===== config.mk =====
export PLATFORM = sky130hd
export DESIGN_NAME = rnn_matvec
export DESIGN_NICKNAME = d
export VERILOG_FILES = /design/src/rtl/rnn_pkg.sv /design/src/rtl/rnn_mac.sv /design/src/rtl/rnn_matvec.sv
export SDC_FILE = /design/constraint.sdc
export NUM_CORES = 1
export LEC_CHECK = 0
export ABC_AREA = 1
export CORE_ASPECT_RATIO = 1.75
export CORE_MARGIN = 4
export CORE_UTILIZATION = 48
export DETAILED_ROUTE_END_ITERATION = 10
export PLACE_DENSITY = 0.63
export SLEW_MARGIN = 10
export SYNTH_ARGS = -nofsm -noshare
export SYNTH_HDL_FRONTEND = slang
export SYNTH_SLANG_ARGS = --single-unit

===== constraint.sdc =====
create_clock -name clk -period 7.9 [get_ports clk]
set_input_delay 1.58 -clock clk [delete_from_list [all_inputs] [get_ports clk]]
set_output_delay 1.58 -clock clk [all_outputs]
set_load 0.01 [all_outputs]

===== src/rtl/rnn_pkg.sv =====
// Shared constants for the rnn_matvec accelerator: register map, CTRL/STATUS
// bit positions, data_in field slices and the sequencer state encoding.
package rnn_pkg;

    localparam logic [31:0] ADDR_CTRL  = 32'd0;
    localparam logic [31:0] ADDR_VEC   = 32'd1;
    localparam logic [31:0] ADDR_MAT   = 32'd2;
    localparam logic [31:0] ADDR_BIAS  = 32'd3;
    localparam logic [31:0] ADDR_RPTR  = 32'd4;
    localparam logic [31:0] ADDR_RDATA = 32'd5;

    localparam int CTRL_START = 0;
    localparam int CTRL_RELU  = 1;
    localparam int CTRL_CLEAR = 2;

    localparam int IDX_HI     = 31;
    localparam int IDX_LO     = 16;
    localparam int MAT_ROW_HI = 31;
    localparam int MAT_ROW_LO = 24;
    localparam int MAT_COL_HI = 23;
    localparam int MAT_COL_LO = 16;
    localparam int PTR_HI     = 15;
    localparam int PTR_LO     = 0;

    typedef enum logic [1:0] {
        ST_IDLE,
        ST_MAC,
        ST_STORE,
        ST_DONE
    } state_t;

    // Index width for an array of n entries; never narrower than one bit.
    function automatic int idx_w(input int n);
        return (n > 1) ? $clog2(n) : 1;
    endfunction

endpackage


===== src/rtl/rnn_mac.sv =====
// Signed multiply-accumulate: acc += a*b when en, synchronous clear wins over en.
module rnn_mac #(
    parameter int DATA_W = 16,
    parameter int ACC_W  = 34
) (
    input  logic                     clk,
    input  logic                     rst_n,
    input  logic                     clr,
    input  logic                     en,
    input  logic signed [DATA_W-1:0] a,
    input  logic signed [DATA_W-1:0] b,
    output logic signed [ACC_W-1:0]  acc
);

    logic signed [2*DATA_W-1:0] prod;

    assign prod = a * b;

    // NOTE: sequential state is updated with <= so every flop samples the
    // pre-edge values of its neighbours, independent of block ordering.
    always_ff @(posedge clk or negedge rst_n) begin
        if (!rst_n) begin
            acc <= '0;
        end else if (clr) begin
            acc <= '0;
        end else if (en) begin
            acc <= acc + ACC_W'(prod);
        end
    end

endmodule


===== src/rtl/rnn_matvec.sv =====
// Bus-programmed fixed-point y = act(W*x + b): loads operands over a word bus,
// runs one MAC per cycle per row, saturates and optionally ReLU-clamps results.
module rnn_matvec
    import rnn_pkg::*;
#(
    parameter int ROWS   = 2,
    parameter int COLS   = 4,
    parameter int DATA_W = 16,
    parameter int FRAC_W = 8
) (
    input  logic        clk,
    input  logic        rst_n,
    input  logic        read,
    input  logic        write,
    input  logic [31:0] addr,
    input  logic [31:0] data_in,
    output logic [31:0] data_out
);

    localparam int ROW_W = idx_w(ROWS);
    localparam int COL_W = idx_w(COLS);
    localparam int ACC_W = 2 * DATA_W + $clog2(COLS);
    localparam int SUM_W = ACC_W + 1;

    localparam logic [ROW_W-1:0] ROW_LAST = ROW_W'(ROWS - 1);
    localparam logic [COL_W-1:0] COL_LAST = COL_W'(COLS - 1);

    localparam logic signed [SUM_W-1:0]  SAT_MAX = SUM_W'(2 ** (DATA_W - 1) - 1);
    localparam logic signed [SUM_W-1:0]  SAT_MIN = SUM_W'(-(2 ** (DATA_W - 1)));
    localparam logic signed [DATA_W-1:0] RES_MAX = {1'b0, {(DATA_W-1){1'b1}}};
    localparam logic signed [DATA_W-1:0] RES_MIN = {1'b1, {(DATA_W-1){1'b0}}};

    logic signed [DATA_W-1:0] vec    [COLS];
    logic signed [DATA_W-1:0] mat    [ROWS][COLS];
    logic signed [DATA_W-1:0] bias   [ROWS];
    logic signed [DATA_W-1:0] result [ROWS];

    state_t           state, state_next;
    logic [ROW_W-1:0] row;
    logic [COL_W-1:0] col;
    logic             busy, relu_en, done, err;
    logic [15:0]      ptr;

    logic             mac_en, mac_clr;
    logic signed [ACC_W-1:0] acc;

    logic [15:0] vec_idx;
    logic [7:0]  mat_row, mat_col;
    logic        ctrl_wr, data_wr, idx_ok;
    logic        vec_we, mat_we, bias_we;
    logic        start_req, err_set;

    logic signed [ACC_W-1:0]  acc_shift;
    logic signed [SUM_W-1:0]  sum;
    logic signed [DATA_W-1:0] res_val;

    assign busy = (state == ST_MAC) || (state == ST_STORE);

    // Bus write decode; operand writes are refused while the engine is busy.
    // NOTE: every signal driven here gets a default first, so no path leaves
    // a variable unassigned and no latch is inferred.
    always_comb begin
        vec_idx   = data_in[IDX_HI:IDX_LO];
        mat_row   = data_in[MAT_ROW_HI:MAT_ROW_LO];
        mat_col   = data_in[MAT_COL_HI:MAT_COL_LO];
        ctrl_wr   = write && (addr == ADDR_CTRL);
        data_wr   = write && ((addr == ADDR_VEC) || (addr == ADDR_MAT) || (addr == ADDR_BIAS));
        idx_ok    = 1'b0;
        unique case (addr)
            ADDR_VEC:  idx_ok = 32'(vec_idx) < COLS;
            ADDR_MAT:  idx_ok = (32'(mat_row) < ROWS) && (32'(mat_col) < COLS);
            ADDR_BIAS: idx_ok = 32'(vec_idx) < ROWS;
            default:   idx_ok = 1'b0;
        endcase
        vec_we    = data_wr && !busy && idx_ok && (addr == ADDR_VEC);
        mat_we    = data_wr && !busy && idx_ok && (addr == ADDR_MAT);
        bias_we   = data_wr && !busy && idx_ok && (addr == ADDR_BIAS);
        err_set   = data_wr && (busy || !idx_ok);
        start_req = ctrl_wr && data_in[CTRL_START] && !busy;
    end

    always_ff @(posedge clk or negedge rst_n) begin
        if (!rst_n) begin
            state <= ST_IDLE;
        end else begin
            state <= state_next;
        end
    end

    always_comb begin
        state_next = state;
        mac_en     = (state == ST_MAC);
        mac_clr    = (state != ST_MAC);
        unique case (state)
            ST_IDLE:  if (start_req) state_next = ST_MAC;
            ST_MAC:   if (col == COL_LAST) state_next = ST_STORE;
            ST_STORE: state_next = (row == ROW_LAST) ? ST_DONE : ST_MAC;
            ST_DONE:  state_next = start_req ? ST_MAC : ST_IDLE;
            default:  state_next = ST_IDLE;
        endcase
    end

    always_ff @(posedge clk or negedge rst_n) begin
        if (!rst_n) begin
            row <= '0;
            col <= '0;
        end else if (start_req) begin
            row <= '0;
            col <= '0;
        end else if (state == ST_MAC) begin
            col <= (col == COL_LAST) ? '0 : col + 1'b1;
        end else if (state == ST_STORE && row != ROW_LAST) begin
            row <= row + 1'b1;
        end
    end

    rnn_mac #(
        .DATA_W (DATA_W),
        .ACC_W  (ACC_W)
    ) u_mac (
        .clk   (clk),
        .rst_n (rst_n),
        .clr   (mac_clr),
        .en    (mac_en),
        .a     (mat[row][col]),
        .b     (vec[col]),
        .acc   (acc)
    );

    // Rescale, add bias, saturate to the element range, then optional ReLU.
    always_comb begin
        acc_shift = acc >>> FRAC_W;
        sum       = SUM_W'(acc_shift) + SUM_W'(bias[row]);
        if (sum > SAT_MAX) begin
            res_val = RES_MAX;
        end else if (sum < SAT_MIN) begin
            res_val = RES_MIN;
        end else begin
            res_val = sum[DATA_W-1:0];
        end
        if (relu_en && res_val[DATA_W-1]) begin
            res_val = '0;
        end
    end

    // NOTE: operand and result arrays carry no reset; software loads them
    // before use, and leaving them unreset keeps them in plain RAM.
    always_ff @(posedge clk) begin
        if (vec_we) begin
            vec[vec_idx[COL_W-1:0]] <= data_in[DATA_W-1:0];
        end
        if (mat_we) begin
            mat[mat_row[ROW_W-1:0]][mat_col[COL_W-1:0]] <= data_in[DATA_W-1:0];
        end
        if (bias_we) begin
            bias[vec_idx[ROW_W-1:0]] <= data_in[DATA_W-1:0];
        end
        if (state == ST_STORE) begin
            result[row] <= res_val;
        end
    end

    // A new start clears done; the DONE state sets it; explicit clear loses to set.
    always_ff @(posedge clk or negedge rst_n) begin
        if (!rst_n) begin
            relu_en <= 1'b0;
            done    <= 1'b0;
            err     <= 1'b0;
        end else begin
            if (ctrl_wr) begin
                relu_en <= data_in[CTRL_RELU];
            end
            if (start_req) begin
                done <= 1'b0;
            end else if (state == ST_DONE) begin
                done <= 1'b1;
            end else if (ctrl_wr && data_in[CTRL_CLEAR]) begin
                done <= 1'b0;
            end
            if (err_set) begin
                err <= 1'b1;
            end else if (ctrl_wr && data_in[CTRL_CLEAR]) begin
                err <= 1'b0;
            end
        end
    end

    always_ff @(posedge clk or negedge rst_n) begin
        if (!rst_n) begin
            ptr      <= '0;
            data_out <= '0;
        end else begin
            if (write && addr == ADDR_RPTR) begin
                ptr <= data_in[PTR_HI:PTR_LO];
            end
            if (read) begin
                unique case (addr)
                    ADDR_CTRL:  data_out <= {29'b0, err, done, busy};
                    ADDR_RPTR:  data_out <= 32'(ptr);
                    ADDR_RDATA: begin
                        if (busy) begin
                            data_out <= '0;
                        end else begin
                            data_out <= (32'(ptr) < ROWS) ? 32'(result[ptr[ROW_W-1:0]]) : '0;
                            ptr      <= (32'(ptr) >= ROWS - 1) ? '0 : ptr + 16'd1;
                        end
                    end
                    default:    data_out <= '0;
                endcase
            end
        end
    end

endmodule

Yosys cells after proc, flatten, opt, wreduce, memory -nomap -nowiden
Memory sizes are Yosys's and may differ from the RTL's.
Cells that the tools add are included.
Cells by class
  muxes and demuxes: 42
  equality and inequality tests: 13
  add/sub/neg operators: 5
  bitwise operators: 3
  reduce and logical (&&, ||, !) cells: 31
  $mul: 1
  magnitude comparators: 11
Operators with widths (number)
  16-bit two-way mux: 11
  32-bit case mux with 3 select lines: 1
  34-bit two-way mux: 2
  32-bit by 2-bit equality test with 1-bit output (second input constant): 2
  32-bit by 3-bit equality test with 1-bit output (second input constant): 2
  32-bit two-way mux: 2
  64-bit two-way mux: 1
  34-bit by 32-bit adder with 34-bit output: 1
  16-bit binary-select mux with 2-bit select: 1
  16-bit demux with 2-bit select: 1
  32-bit by 1-bit equality test with 1-bit output (second input constant): 1
  32-bit logical NOT: 1
  16-bit by 2-bit less-than comparator with 1-bit output (second input constant): 2
  16-bit by 16-bit multiplier with 32-bit output: 1
  26-bit by 16-bit adder with 27-bit output: 1
  27-bit by 16-bit > comparator with 1-bit output (second input constant): 1
  27-bit by 16-bit less-than comparator with 1-bit output (second input constant): 1
  16-bit by 1-bit adder with 16-bit output (second input constant): 1
  16-bit by 1-bit >= comparator with 1-bit output (second input constant): 1
  1-bit logical AND: 16
  16-bit by 3-bit less-than comparator with 1-bit output (second input constant): 1
  1-bit two-way mux: 15
  2-bit two-way mux: 6
  8-bit by 2-bit less-than comparator with 1-bit output (second input constant): 1
  other kinds (19): 33
Storage, ports and cells
  memory bits (writable): 256
  input bits: 68
  register bits after elaboration: 90
  memories kept: 4
  word-level logic and storage cells: 119
Memory list
  mat: depth 2, width 64, read ports 1, clocked after Yosys merged registers in 0, write ports 1, RTL line rnn_matvec.sv:34  | logic signed [DATA_W-1:0] mat [ROWS][COLS];
  vec: depth 4, width 16, read ports 1, clocked after Yosys merged registers in 0, write ports 1, RTL line rnn_matvec.sv:33  | logic signed [DATA_W-1:0] vec [COLS];
  bias: depth 2, width 16, read ports 1, clocked after Yosys merged registers in 0, write ports 1, RTL line rnn_matvec.sv:35  | logic signed [DATA_W-1:0] bias [ROWS];
  result: depth 2, width 16, read ports 1, clocked after Yosys merged registers in 0, write ports 1, RTL line rnn_matvec.sv:36  | logic signed [DATA_W-1:0] result [ROWS];

Longest topological paths before layout
Gate-level depths: netlist of run 1.
  depth after elaboration: 9
  depth in mapped cells: 34
  mapped depth without buffers: 31

By module
A second synthesis of run 1 with hierarchy kept.
Unflattened totals
  cell total of the unflattened synthesis: 3223
  area, all modules: 27878.0 um^2
Modules (own cells, without submodules)
  rnn_matvec: times used 1, seq. area each 8713.4 um^2, cells each 1467, area each 14370.0 um^2
  rnn_mac: times used 1, seq. area each 850.8 um^2, cells each 1756, area each 13508.0 um^2

Least setup slack after synthesis of run 1
Ideal clock, no wire load.
  kind: register -> register
  start: register col[0]
  end: register u_mac.acc[33]
  path slack: 1.244 ns
  clock period less this slack: 6.656 ns
  arrival time: 6.537 ns
  path buffers: 2
  cell stages (with the launch flop): 27
  cells stage by stage: dfrtp_1 > inv_1 > buf_2 > clkbuf_1 > nand2_1 > a32oi_2 > inv_1 > nor2_1 > fa_1 > fa_1 > fa_1 > fa_1 > fa_1 > inv_1 > fa_1 > inv_1 > ha_1 > a21oi_1 > inv_1 > a21oi_1 > inv_1 > a21oi_1 > nand3_1 > a21boi_0 > o21ai_0 > a21oi_1 > nor2_1
On the way
  longest elaborated chain between the ends: 8
Ends and longest elaborated chain
  start, declared: RTL line rnn_matvec.sv:40  | logic [COL_W-1:0] col;
  start signal, assigned: RTL line rnn_matvec.sv:111  | col <= (col == COL_LAST) ? '0 : col + 1'b1;
  2-bit inverter with 3-bit output (not written as such): RTL line rnn_matvec.sv:125  | .a (mat[row][col]),
  16-bit binary-select mux with 2-bit select: RTL line rnn_matvec.sv:125
  16-bit two-way mux (not written as such) (2 in series): RTL line rnn_matvec.sv:125
  16-bit by 16-bit multiplier with 32-bit output *: RTL line rnn_mac.sv:17  | assign prod = a * b;
  34-bit by 32-bit adder with 34-bit output *: RTL line rnn_mac.sv:27  | acc <= acc + ACC_W'(prod);
  34-bit two-way mux *: RTL line rnn_mac.sv:26  | end else if (en) begin
  34-bit two-way mux *: RTL line rnn_mac.sv:24  | end else if (clr) begin
  end signal, assigned: RTL line rnn_mac.sv:27
  end, declared: RTL line rnn_mac.sv:12  | output logic signed [ACC_W-1:0] acc
Mark *: on every way between the ends. The rest lies on a longest branch, timed or not. The select of a mux whose other input is x is not followed.
A chain may end at the register's enable or synchronous reset.

Worst setup path in the final report of run 1
  start: register row
  end: register u_mac.acc[32]
On the way
  longest elaborated chain between the ends: 8
Ends and longest elaborated chain
  start, declared: RTL line rnn_matvec.sv:39  | logic [ROW_W-1:0] row;
  start signal, assigned: RTL line rnn_matvec.sv:113  | row <= row + 1'b1;
  memory 2 x 64 bit
  16-bit binary-select mux with 2-bit select: RTL line rnn_matvec.sv:125
  16-bit two-way mux (not written as such) (2 in series): RTL line rnn_matvec.sv:125
  16-bit by 16-bit multiplier with 32-bit output: RTL line rnn_mac.sv:17
  34-bit by 32-bit adder with 34-bit output: RTL line rnn_mac.sv:27
  34-bit two-way mux: RTL line rnn_mac.sv:26
  34-bit two-way mux: RTL line rnn_mac.sv:24
No other way between the ends. The select of a mux whose other input is x is not followed.

==> results of run 1 <==
power by group:
part | switching, mW | internal (mW)
clock | 0.701 | 0.889
sequential | 0.0000000391 | 1.88
combinational | 0.0485 | 0.0312
total | 0.749 | 2.80
synth_stat cells (3+ instances only):
cell	n
sky130_fd_sc_hd__a21boi_0	4
sky130_fd_sc_hd__a21o_1	4
sky130_fd_sc_hd__a21oi_1	104
sky130_fd_sc_hd__a21oi_2	10
sky130_fd_sc_hd__a31oi_1	3
sky130_fd_sc_hd__a32oi_1	11
sky130_fd_sc_hd__buf_1	4
sky130_fd_sc_hd__buf_2	20
sky130_fd_sc_hd__buf_4	15
sky130_fd_sc_hd__clkbuf_1	50
sky130_fd_sc_hd__clkinv_1	9
sky130_fd_sc_hd__dfrtp_1	75
sky130_fd_sc_hd__edfxtp_1	256
sky130_fd_sc_hd__fa_1	306
sky130_fd_sc_hd__ha_1	137
sky130_fd_sc_hd__inv_1	508
sky130_fd_sc_hd__inv_2	8
sky130_fd_sc_hd__nand2_1	539
sky130_fd_sc_hd__nand2_2	25
sky130_fd_sc_hd__nand2_4	3
sky130_fd_sc_hd__nand3_1	46
sky130_fd_sc_hd__nand3_2	7
sky130_fd_sc_hd__nand4_1	20
sky130_fd_sc_hd__nor2_1	300
sky130_fd_sc_hd__nor2_2	10
sky130_fd_sc_hd__nor2_4	4
sky130_fd_sc_hd__nor3_1	9
sky130_fd_sc_hd__nor3_2	3
sky130_fd_sc_hd__nor4_1	20
sky130_fd_sc_hd__o2111ai_1	3
sky130_fd_sc_hd__o211ai_1	13
sky130_fd_sc_hd__o21a_1	6
sky130_fd_sc_hd__o21ai_0	126
sky130_fd_sc_hd__o21ai_1	4
sky130_fd_sc_hd__o21bai_1	9
sky130_fd_sc_hd__o221ai_1	33
sky130_fd_sc_hd__or2_2	32
sky130_fd_sc_hd__xnor2_1	21
sky130_fd_sc_hd__xor2_1	15
per-layer routing:
metal,share of wire [%],vias up
li1,-,9050
met2,52,557
met1,38,9606
met5,0,-
met3,4.1,176
met4,5.7,0
critical path, delay by kind of cell (launching register included):
kind                       cells  cell delay (ns)
buffers and inverters          7             1.22
adders and majority gates      7             3.46
DFF                            1             0.45
and+or+nand+nor                9             0.96
AOI/OAI and AO/OA              6             1.12
how the worst min path moves through the flow:
stage | depth (start not counted) | slack, ns | startpoint | to
global placement | 2 | 0.47 | data_out[5]$_DFFE_PN0P_ | data_out[5]$_DFFE_PN0P_
global route | 2 | 0.50 | data_out[8]$_DFFE_PN0P_ | data_out[8]$_DFFE_PN0P_
detailed placement | 2 | 0.47 | data_out[14]$_DFFE_PN0P_ | data_out[14]$_DFFE_PN0P_
finish | 2 | 0.48 | data_out[11]$_DFFE_PN0P_ | data_out[11]$_DFFE_PN0P_
CTS | 2 | 0.49 | data_out[4]$_DFFE_PN0P_ | data_out[4]$_DFFE_PN0P_
floorplan | 1 | 0.45 | err$_DFFE_PN0P_ | err$_DFFE_PN0P_
kinds of logic (layout without fill, tap and decap cells):
logic type / count (synthesis) / count (layout)
xor gates and xnor gates: 36 / 36
and+or+nand+nor: 1026 / 1026
DFF: 331 / 331
adders and majority gates: 443 / 443
buffers and inverters: 618 / 749
AOI/OAI and AO/OA: 336 / 336
muxes: 1 / 1
cells in the final DEF (no fill, tap or decap), drive strengths merged, types with 2 or more instances in the layout:
cell type,Yosys,layout
xnor2,21,21
nand2,567,567
nand3,54,54
and2,2,2
or2,32,32
a21o,4,4
inv,516,520
o221ai,33,33
clkinvlp,0,4
nor3,13,13
o21a,6,6
o21bai,9,9
fa,306,306
ha,137,137
bufinv,0,2
buf,42,64
a32oi,13,13
nor4,20,20
o21ai,130,130
o2111ai,3,3
nor2,314,314
clkdlybuf4s50,0,98
a21oi,114,114
dfrtp,75,75
a21boi,4,4
nand3b,2,2
o211ai,13,13
xor2,15,15
edfxtp,256,256
a32o,2,2
clkinv,10,22
a31oi,3,3
nand4,22,22
clkbuf,50,39
per-stage QoR:
stage / util, % / worst slack [ns] / hold WS, ns / area (µm²) / instances
floorplan: - / 1.24 / 0.450 / 26600 / 2791
global placement: 52.3 / 0.482 / 0.467 / 28600 / 3551
detailed placement: 52.3 / 0.427 / 0.469 / 28600 / 3551
CTS: 54.3 / 0.399 / 0.487 / 29700 / 3612
global route: 54.4 / 0.0497 / 0.501 / 29700 / 3612
finish: 54.4 / 0.546 / 0.480 / 29700 / 3612
layout make-up:
class | count | area [µm²]
tap | 690 | 863
fill | 4944 | 24900
timing repair buffer | 162 | 1520
clock buffer | 39 | 891
inverter | 526 | 1980
multi-input combinational | 1842 | 14600
clock inverter | 22 | 196
sequential | 331 | 9570
registers in the layout, summed over array words and instances (netlist names):
register   count
bias          32
col            2
data_out      17
done           1
err            1
mat          128
ptr           16
relu_en        1
result        32
row            1
state          2
u_mac.acc     34
vec           64
==> flow_summary.html, run 1 <==
<table>
<tr><th>Metric</th><th>Value</th></tr>
<tr><th colspan="2">Clock network</th></tr>
<tr><td>Clock-pin slew on the worst setup and hold paths</td><td>0.06 ns</td></tr>
<tr><td>Sink count of the clock tree</td><td>331</td></tr>
<tr><td>Number of resized instances in the post-cts repair step</td><td>0</td></tr>
<tr><td>Root Driver</td><td>sky130_fd_sc_hd__clkbuf_16</td></tr>
<tr><td>Buffer count from post-CTS setup fixing</td><td>0</td></tr>
<tr><td>Insertion delay to the later sink of the worst-skew pair</td><td>0.53 ns</td></tr>
<tr><td>Level count of the clock H-tree</td><td>2</td></tr>
<tr><td>Total CTS buffers</td><td>34</td></tr>
<tr><td>TritonCTS clock tree</td><td>done</td></tr>
<tr><td>Largest buffer count on any clock path</td><td>3</td></tr>
<tr><td>Quantity of hold-fixing buffers added after cts</td><td>0</td></tr>
<tr><th colspan="2">Synthesis</th></tr>
<tr><td>Post-synthesis instance total</td><td>2791</td></tr>
<tr><td>Synthesized area per cell</td><td>9.52 µm²</td></tr>
<tr><td>XOR/XNOR share of the synthesized area</td><td>1.19%</td></tr>
<tr><td>Post-synthesis instance area</td><td>26600 µm²</td></tr>
<tr><td>Post-synthesis compound-gate area fraction</td><td>7.63%</td></tr>
<tr><td>Cell taking the most area after synthesis</td><td>sky130_fd_sc_hd__edfxtp_1</td></tr>
<tr><td>Combinational family with the most area after synthesis</td><td>adder cells</td></tr>
<tr><td>Share of Yosys cell area claimed by the top area cell type</td><td>28.9%</td></tr>
<tr><td>Unique cell type count in the Yosys netlist</td><td>53</td></tr>
<tr><td>Number of storage elements in the synthesis netlist</td><td>331</td></tr>
<tr><td>Sequential cell area fraction in the yosys report</td><td>36.0%</td></tr>
<tr><td>Share of flip-flops with an asynchronous set or reset after synthesis</td><td>22.7%</td></tr>
<tr><td>Proportion of synthesized area in mux cells</td><td>0.0377%</td></tr>
<tr><td>Synthesized-area fraction occupied by and/or/nand/nor cells</td><td>16.5%</td></tr>
<tr><td>Largest cells by area after synthesis</td><td>sky130_fd_sc_hd__edfxtp_1, sky130_fd_sc_hd__fa_1, sky130_fd_sc_hd__nand2_1</td></tr>
<tr><td>Commonest register cell after synthesis</td><td>sky130_fd_sc_hd__edfxtp_1</td></tr>
<tr><td>Mapped Nets</td><td>3302</td></tr>
<tr><td>Synth Area in Adders</td><td>29.5%</td></tr>
<tr><td>Number of flops mapped to enable cells by yosys</td><td>256</td></tr>
<tr><td>Warnings, synthesis</td><td>0</td></tr>
<tr><th colspan="2">Global routing</th></tr>
<tr><td>Congestion Overflow GR</td><td>0</td></tr>
<tr><td>GR Layer Usage met1</td><td>31.3%</td></tr>
<tr><td>Tot GR Track Use</td><td>25.8%</td></tr>
<tr><td>Initial antenna violation count</td><td>0</td></tr>
<tr><td>Fraction of met3 tracks used by global routing</td><td>2.62%</td></tr>
<tr><td>Layer carrying the most global-route usage</td><td>met2</td></tr>
<tr><td>Largest net degree at the start of global routing</td><td>66</td></tr>
<tr><td>Number of global-route vias before repair</td><td>20.6k</td></tr>
<tr><td>Met2 Resource Use GR</td><td>45.7%</td></tr>
<tr><td>Wire length of the first global-routing pass</td><td>117000 µm</td></tr>
<tr><th colspan="2">Floorplan</th></tr>
<tr><td>Initial standard-cell utilization of the core</td><td>48.7%</td></tr>
<tr><td>Core Rows</td><td>113</td></tr>
<tr><td>Area enclosed by the die boundary</td><td>59300 µm²</td></tr>
<tr><td>Die outline width</td><td>186 µm</td></tr>
<tr><td>Boundary Pins</td><td>100</td></tr>
<tr><td>Area inside the core boundary</td><td>54600 µm²</td></tr>
<tr><td>Y dimension of the die</td><td>319 µm</td></tr>
<tr><th colspan="2">STA</th></tr>
<tr><td>Part of the cycle the worst path needs</td><td>93.1%</td></tr>
<tr><td>Maximum frequency from static timing analysis</td><td>136 MHz</td></tr>
<tr><td>RSZ-0062 raised after global routing</td><td>false</td></tr>
<tr><td>Worst clock skew on the final layout</td><td>0.0154 ns</td></tr>
<tr><td>Max-Slew Margin vs Limit</td><td>22.3%</td></tr>
<tr><td>Number of pins exceeding their max-slew limit in the final report</td><td>0</td></tr>
<tr><td>Summed negative setup slack over all endpoints</td><td>0 ns</td></tr>
<tr><td>Actual transition at the worst max-transition pin</td><td>1.16 ns</td></tr>
<tr><td>Final critical delay including setup and external delays</td><td>7.35 ns</td></tr>
<tr><td>Final Hold Violating Endpoints</td><td>0</td></tr>
<tr><td>Finish-stage setup viols</td><td>0</td></tr>
<tr><th colspan="2">Worst hold path</th></tr>
<tr><td>Path type of the worst min-delay path</td><td>reg2reg</td></tr>
<tr><th colspan="2">Setup path</th></tr>
<tr><td>Most repeated library cell on the critical path</td><td>sky130_fd_sc_hd__nand2_1</td></tr>
<tr><td>Worst R2R End</td><td>u_mac.acc[32]$_DFF_PN0_</td></tr>
<tr><td>Setup slack of the worst register-to-register path</td><td>0.55 ns</td></tr>
<tr><td>Startpoint of the worst register-to-register path</td><td>row$_DFFE_PN0P_</td></tr>
<tr><td>Kind of critical path</td><td>reg2reg</td></tr>
<tr><td>Critical path's largest stage delay</td><td>0.57 ns</td></tr>
<tr><td>Max FO, Critical Path</td><td>42</td></tr>
<tr><td>Required time at the worst-slack endpoint</td><td>8.32 ns</td></tr>
<tr><td>Launch point of the worst path</td><td>row$_DFFE_PN0P_</td></tr>
<tr><td>Nature of the critical path startpoint</td><td>flip-flop</td></tr>
<tr><td>Arrival time at the worst endpoint</td><td>7.78 ns</td></tr>
<tr><td>Critical path's slowest cell</td><td>sky130_fd_sc_hd__fa_1</td></tr>
<tr><td>Worst-case reg-to-reg path depth</td><td>29</td></tr>
<tr><td>Worst setup path endpoint</td><td>u_mac.acc[32]$_DFF_PN0_</td></tr>
<tr><td>Capturing element type of the critical path</td><td>flip-flop</td></tr>
<tr><th colspan="2">Drt</th></tr>
<tr><td>Starting DRC count in detailed routing</td><td>1222</td></tr>
<tr><td>Residual antenna-violating net count after detailed routing</td><td>0</td></tr>
<tr><td>Vias/cell</td><td>5.37</td></tr>
<tr><td>Wire per inst</td><td>20.9 µm</td></tr>
<tr><td>DRC errors left</td><td>0</td></tr>
<tr><td>Via count of the routed design</td><td>19.4k</td></tr>
<tr><td>First-pass DRT Iterations</td><td>6</td></tr>
<tr><td>Total Routed Length</td><td>75600 µm</td></tr>
<tr><th colspan="2">Layout</th></tr>
<tr><td>Count of nets after finishing</td><td>3408</td></tr>
<tr><td>Share of cells above drive strength 1</td><td>8.32%</td></tr>
<tr><td>Area growth from synthesis to layout</td><td>11.7%</td></tr>
<tr><td>ANT cells</td><td>0</td></tr>
<tr><th colspan="2">Placement</th></tr>
<tr><td>HPWL after detailed placement</td><td>59900 µm</td></tr>
<tr><td>RD Place Congestion</td><td>0.973</td></tr>
<tr><td>Count of input and output buffers</td><td>99</td></tr>
<tr><th colspan="2">Pwr</th></tr>
<tr><td>Reported leakage power</td><td>13.7 nW</td></tr>
<tr><td>Power Density</td><td>119 nW/µm²</td></tr>
<tr><td>Total power of the final layout</td><td>3.54 mW</td></tr>
<tr><td>Worst IR Drop VDD</td><td>0.000250 V</td></tr>
<tr><th colspan="2">Job</th></tr>
<tr><td>Max-capacitance violation count</td><td>0</td></tr>
<tr><th colspan="2">Outcome</th></tr>
<tr><td>Result of the run</td><td>completed</td></tr>
</table>
Power figures use the tool's default switching activity.
==> run 2: changes to the inputs <==
GPL_ROUTABILITY_DRIVEN = 0   (was not set)
==> flow_summary.html, run 2 (synthesis results as in run 1) <==
<table>
<tr><th>Metric</th><th>Value</th></tr>
<tr><th colspan="2">Pwr</th></tr>
<tr><td>Total power of the final layout</td><td>3.44 mW (was 3.54 mW)</td></tr>
<tr><td>Worst IR Drop VDD</td><td>0.000203 V (was 0.000250 V)</td></tr>
<tr><td>Power Density</td><td>116 nW/µm² (was 119 nW/µm²)</td></tr>
<tr><td>Reported leakage power</td><td>13.6 nW (was 13.7 nW)</td></tr>
<tr><th colspan="2">STA</th></tr>
<tr><td>RSZ-0062 raised after global routing</td><td>false (unchanged)</td></tr>
<tr><td>Actual transition at the worst max-transition pin</td><td>1.10 ns (was 1.16 ns)</td></tr>
<tr><td>Worst path setup slack after routing</td><td>0.418 ns (was 0.546 ns)</td></tr>
<tr><td>Maximum frequency from static timing analysis</td><td>134 MHz (was 136 MHz)</td></tr>
<tr><td>Finish-stage setup viols</td><td>0 (unchanged)</td></tr>
<tr><td>Max-Slew Margin vs Limit</td><td>26.5% (was 22.3%)</td></tr>
<tr><td>Summed negative setup slack over all endpoints</td><td>0 ns (unchanged)</td></tr>
<tr><td>Number of pins exceeding their max-slew limit in the final report</td><td>0 (unchanged)</td></tr>
<tr><td>Worst clock skew on the final layout</td><td>0.0281 ns (was 0.0154 ns)</td></tr>
<tr><td>Final Hold Violating Endpoints</td><td>0 (unchanged)</td></tr>
<tr><td>Final critical delay including setup and external delays</td><td>7.48 ns (was 7.35 ns)</td></tr>
<tr><td>Part of the cycle the worst path needs</td><td>94.7% (was 93.1%)</td></tr>
<tr><th colspan="2">Setup path</th></tr>
<tr><td>Required time at the worst-slack endpoint</td><td>8.44 ns (was 8.32 ns)</td></tr>
<tr><td>Setup slack of the worst register-to-register path</td><td>0.42 ns (was 0.55 ns)</td></tr>
<tr><td>Startpoint of the worst register-to-register path</td><td>row$_DFFE_PN0P_ (unchanged)</td></tr>
<tr><td>Most repeated library cell on the critical path</td><td>sky130_fd_sc_hd__nand2_1 (unchanged)</td></tr>
<tr><td>Critical path's largest stage delay</td><td>0.55 ns (was 0.57 ns)</td></tr>
<tr><td>Critical path's slowest cell</td><td>sky130_fd_sc_hd__fa_1 (unchanged)</td></tr>
<tr><td>Worst-case reg-to-reg path depth</td><td>29 (unchanged)</td></tr>
<tr><td>Arrival time at the worst endpoint</td><td>8.02 ns (was 7.78 ns)</td></tr>
<tr><td>CP bufs+invs</td><td>7 (unchanged)</td></tr>
<tr><td>Nature of the critical path startpoint</td><td>flip-flop (unchanged)</td></tr>
<tr><td>Max FO, Critical Path</td><td>40 (was 42)</td></tr>
<tr><td>Capturing element type of the critical path</td><td>flip-flop (unchanged)</td></tr>
<tr><td>Kind of critical path</td><td>reg2reg (unchanged)</td></tr>
<tr><td>Gate family responsible for the most delay along the worst path</td><td>adder cells (unchanged)</td></tr>
<tr><td>Worst R2R End</td><td>u_mac.acc[25]$_DFF_PN0_ (was u_mac.acc[32]$_DFF_PN0_)</td></tr>
<tr><th colspan="2">Clock network</th></tr>
<tr><td>Sink count of the clock tree</td><td>331 (unchanged)</td></tr>
<tr><td>Level count of the clock H-tree</td><td>1 (was 2)</td></tr>
<tr><td>Buffer count from post-CTS setup fixing</td><td>0 (unchanged)</td></tr>
<tr><td>Insertion delay to the later sink of the worst-skew pair</td><td>0.61 ns (was 0.53 ns)</td></tr>
<tr><td>Clock-pin slew on the worst setup and hold paths</td><td>0.07 ns (was 0.06 ns)</td></tr>
<tr><td>Total CTS buffers</td><td>31 (was 34)</td></tr>
<tr><td>Root Driver</td><td>sky130_fd_sc_hd__clkbuf_16 (unchanged)</td></tr>
<tr><td>TritonCTS clock tree</td><td>done (unchanged)</td></tr>
<tr><td>Largest buffer count on any clock path</td><td>3 (unchanged)</td></tr>
<tr><th colspan="2">Floorplan</th></tr>
<tr><td>Core Rows</td><td>113 (unchanged)</td></tr>
<tr><td>Y dimension of the die</td><td>319 µm (unchanged)</td></tr>
<tr><td>Boundary Pins</td><td>100 (unchanged)</td></tr>
<tr><td>Area enclosed by the die boundary</td><td>59300 µm² (unchanged)</td></tr>
<tr><td>Area inside the core boundary</td><td>54600 µm² (unchanged)</td></tr>
<tr><td>Die outline width</td><td>186 µm (unchanged)</td></tr>
<tr><td>Initial standard-cell utilization of the core</td><td>48.7% (unchanged)</td></tr>
<tr><th colspan="2">Global routing</th></tr>
<tr><td>Layer carrying the most global-route usage</td><td>met2 (unchanged)</td></tr>
<tr><td>Wire length of the first global-routing pass</td><td>115000 µm (was 117000 µm)</td></tr>
<tr><td>Congestion Overflow GR</td><td>0 (unchanged)</td></tr>
<tr><td>Number of global-route vias before repair</td><td>20.6k (about the same)</td></tr>
<tr><td>Fraction of met3 tracks used by global routing</td><td>2.58% (was 2.62%)</td></tr>
<tr><td>GR Layer Usage met1</td><td>30.0% (was 31.3%)</td></tr>
<tr><td>Initial antenna violation count</td><td>0 (unchanged)</td></tr>
<tr><td>Tot GR Track Use</td><td>25.1% (was 25.8%)</td></tr>
<tr><td>Largest net degree at the start of global routing</td><td>67 (was 66)</td></tr>
<tr><td>Met2 Resource Use GR</td><td>43.9% (was 45.7%)</td></tr>
<tr><th colspan="2">Drt</th></tr>
<tr><td>Wire per inst</td><td>20.5 µm (was 20.9 µm)</td></tr>
<tr><td>DRC errors left</td><td>0 (unchanged)</td></tr>
<tr><td>Starting DRC count in detailed routing</td><td>1244 (was 1222)</td></tr>
<tr><td>Via count of the routed design</td><td>19.6k (was 19.4k)</td></tr>
<tr><td>Residual antenna-violating net count after detailed routing</td><td>0 (unchanged)</td></tr>
<tr><td>Total Routed Length</td><td>73700 µm (was 75600 µm)</td></tr>
<tr><td>First-pass DRT Iterations</td><td>6 (unchanged)</td></tr>
<tr><td>Vias/cell</td><td>5.43 (was 5.37)</td></tr>
<tr><th colspan="2">Layout</th></tr>
<tr><td>Max FFs per register</td><td>128 (unchanged)</td></tr>
<tr><td>Commonest non-fill, non-tap cell in the layout</td><td>sky130_fd_sc_hd__nand2_1 (unchanged)</td></tr>
<tr><td>Count of nets after finishing</td><td>3399 (was 3408)</td></tr>
<tr><td>Area growth from synthesis to layout</td><td>11.2% (was 11.7%)</td></tr>
<tr><td>ANT cells</td><td>0 (unchanged)</td></tr>
<tr><td>Share of cells above drive strength 1</td><td>8.14% (was 8.32%)</td></tr>
<tr><td>Top library cells by usage in the layout, fill and taps aside</td><td>sky130_fd_sc_hd__nand2_1, sky130_fd_sc_hd__inv_1, sky130_fd_sc_hd__fa_1, sky130_fd_sc_hd__nor2_1, sky130_fd_sc_hd__edfxtp_1 (unchanged)</td></tr>
<tr><th colspan="2">Outcome</th></tr>
<tr><td>Result of the run</td><td>completed (unchanged)</td></tr>
<tr><th colspan="2">Job</th></tr>
<tr><td>Max-capacitance violation count</td><td>0 (unchanged)</td></tr>
<tr><th colspan="2">Placement</th></tr>
<tr><td>HPWL after detailed placement</td><td>58100 µm (was 59900 µm)</td></tr>
<tr><td>Placement-stage worst setup slack</td><td>0.433 ns (was 0.427 ns)</td></tr>
<tr><td>Count of input and output buffers</td><td>99 (unchanged)</td></tr>
<tr><th colspan="2">Worst hold path</th></tr>
<tr><td>Hold Path End</td><td>data_out[14]$_DFFE_PN0P_ (was data_out[11]$_DFFE_PN0P_)</td></tr>
<tr><td>Path type of the worst min-delay path</td><td>reg2reg (unchanged)</td></tr>
<tr><td>Hold depth</td><td>2 (unchanged)</td></tr>
<tr><td>Hold Path Origin</td><td>data_out[14]$_DFFE_PN0P_ (was data_out[11]$_DFFE_PN0P_)</td></tr>
</table>
==> run 2: changes by cell type in the layout (fill, tap and decap cells not counted) <==
cell / previous run / this run
sky130_fd_sc_hd__buf_4: 59 / 53
sky130_fd_sc_hd__inv_2: 9 / 8
sky130_fd_sc_hd__inv_1: 507 / 508
sky130_fd_sc_hd__inv_6: 3 / 2
sky130_fd_sc_hd__nand2_1: 538 / 537
sky130_fd_sc_hd__nand2_2: 26 / 27
sky130_fd_sc_hd__inv_8: 0 / 2
sky130_fd_sc_hd__clkbuf_1: 4 / 0
sky130_fd_sc_hd__clkbuf_16: 35 / 31
sky130_fd_sc_hd__clkinv_2: 4 / 8
sky130_fd_sc_hd__clkinv_4: 3 / 2
==> run 2: worst max path at each step <==
stage / from / depth (start not counted) / to
3_5_place_dp: col[0]$_DFFE_PN0P_ / 28 / u_mac.acc[33]$_DFF_PN0_
4_1_cts: col[0]$_DFFE_PN0P_ / 28 / u_mac.acc[33]$_DFF_PN0_
5_1_grt: row$_DFFE_PN0P_ / 29 / u_mac.acc[25]$_DFF_PN0_
3_3_place_gp: col[0]$_DFFE_PN0P_ / 27 / u_mac.acc[33]$_DFF_PN0_
6_report: row$_DFFE_PN0P_ / 29 / u_mac.acc[25]$_DFF_PN0_
2_1_floorplan: col[0]$_DFFE_PN0P_ / 26 / u_mac.acc[33]$_DFF_PN0_
==> run 2: stage by stage <==
stage / util [%] / instances / instance area (µm²) / hold WS [ns]
3_3_place_gp: 52.3 / 3545 / 28500 / 0.465
6_report: 54.1 / 3602 / 29500 / 0.480
5_1_grt: 54.1 / 3602 / 29500 / 0.513
4_1_cts: 54.1 / 3602 / 29500 / 0.483
2_1_floorplan: - / 2791 / 26600 / 0.450
3_5_place_dp: 52.3 / 3545 / 28500 / 0.465
==> run 2: power by group <==
part	switching (mW)	internal (mW)	total, mW	leakage, nW
clock	0.689	0.794	1.48	0.484
combinational	0.0493	0.0315	0.0808	9.80
sequential	0.0000000445	1.87	1.87	3.33
total	0.739	2.70	3.44	13.6
==> run 2: what timing repair did <==
| action | 4_1_cts | 5_1_grt |
|---|---|---|
| setup endpoints to repair | 0 | 7 |
| resized for setup | 0 | 5 |
| hold buffers | 0 | 0 |
| hold endpoints to repair | 0 | 0 |
==> run 2: cell type report <==
class / count / area [µm²]
well taps: 690 / 863
clock inverters: 26 / 224
inverters: 526 / 1980
repair buffers: 156 / 1480
multi-input cells: 1842 / 14600
fillers: 4835 / 25000
clock buffers: 31 / 776
flip-flops and latches: 331 / 9570
==> run 2: per-layer routing <==
metal	up-vias	part of all wire, %
li1	9028	-
met1	9631	38
met2	665	51
met3	231	4.6
met4	0	6.8
met5	-	0
==> run 2: worst reg2reg max path: cells and delay by family, from the launching register on <==
kind / cells / cell delay (ns)
compound gates: 8 / 1.74
fa+ha+maj: 7 / 3.15
buf+inv: 7 / 1.38
flops: 1 / 0.41
simple gates: 7 / 0.75
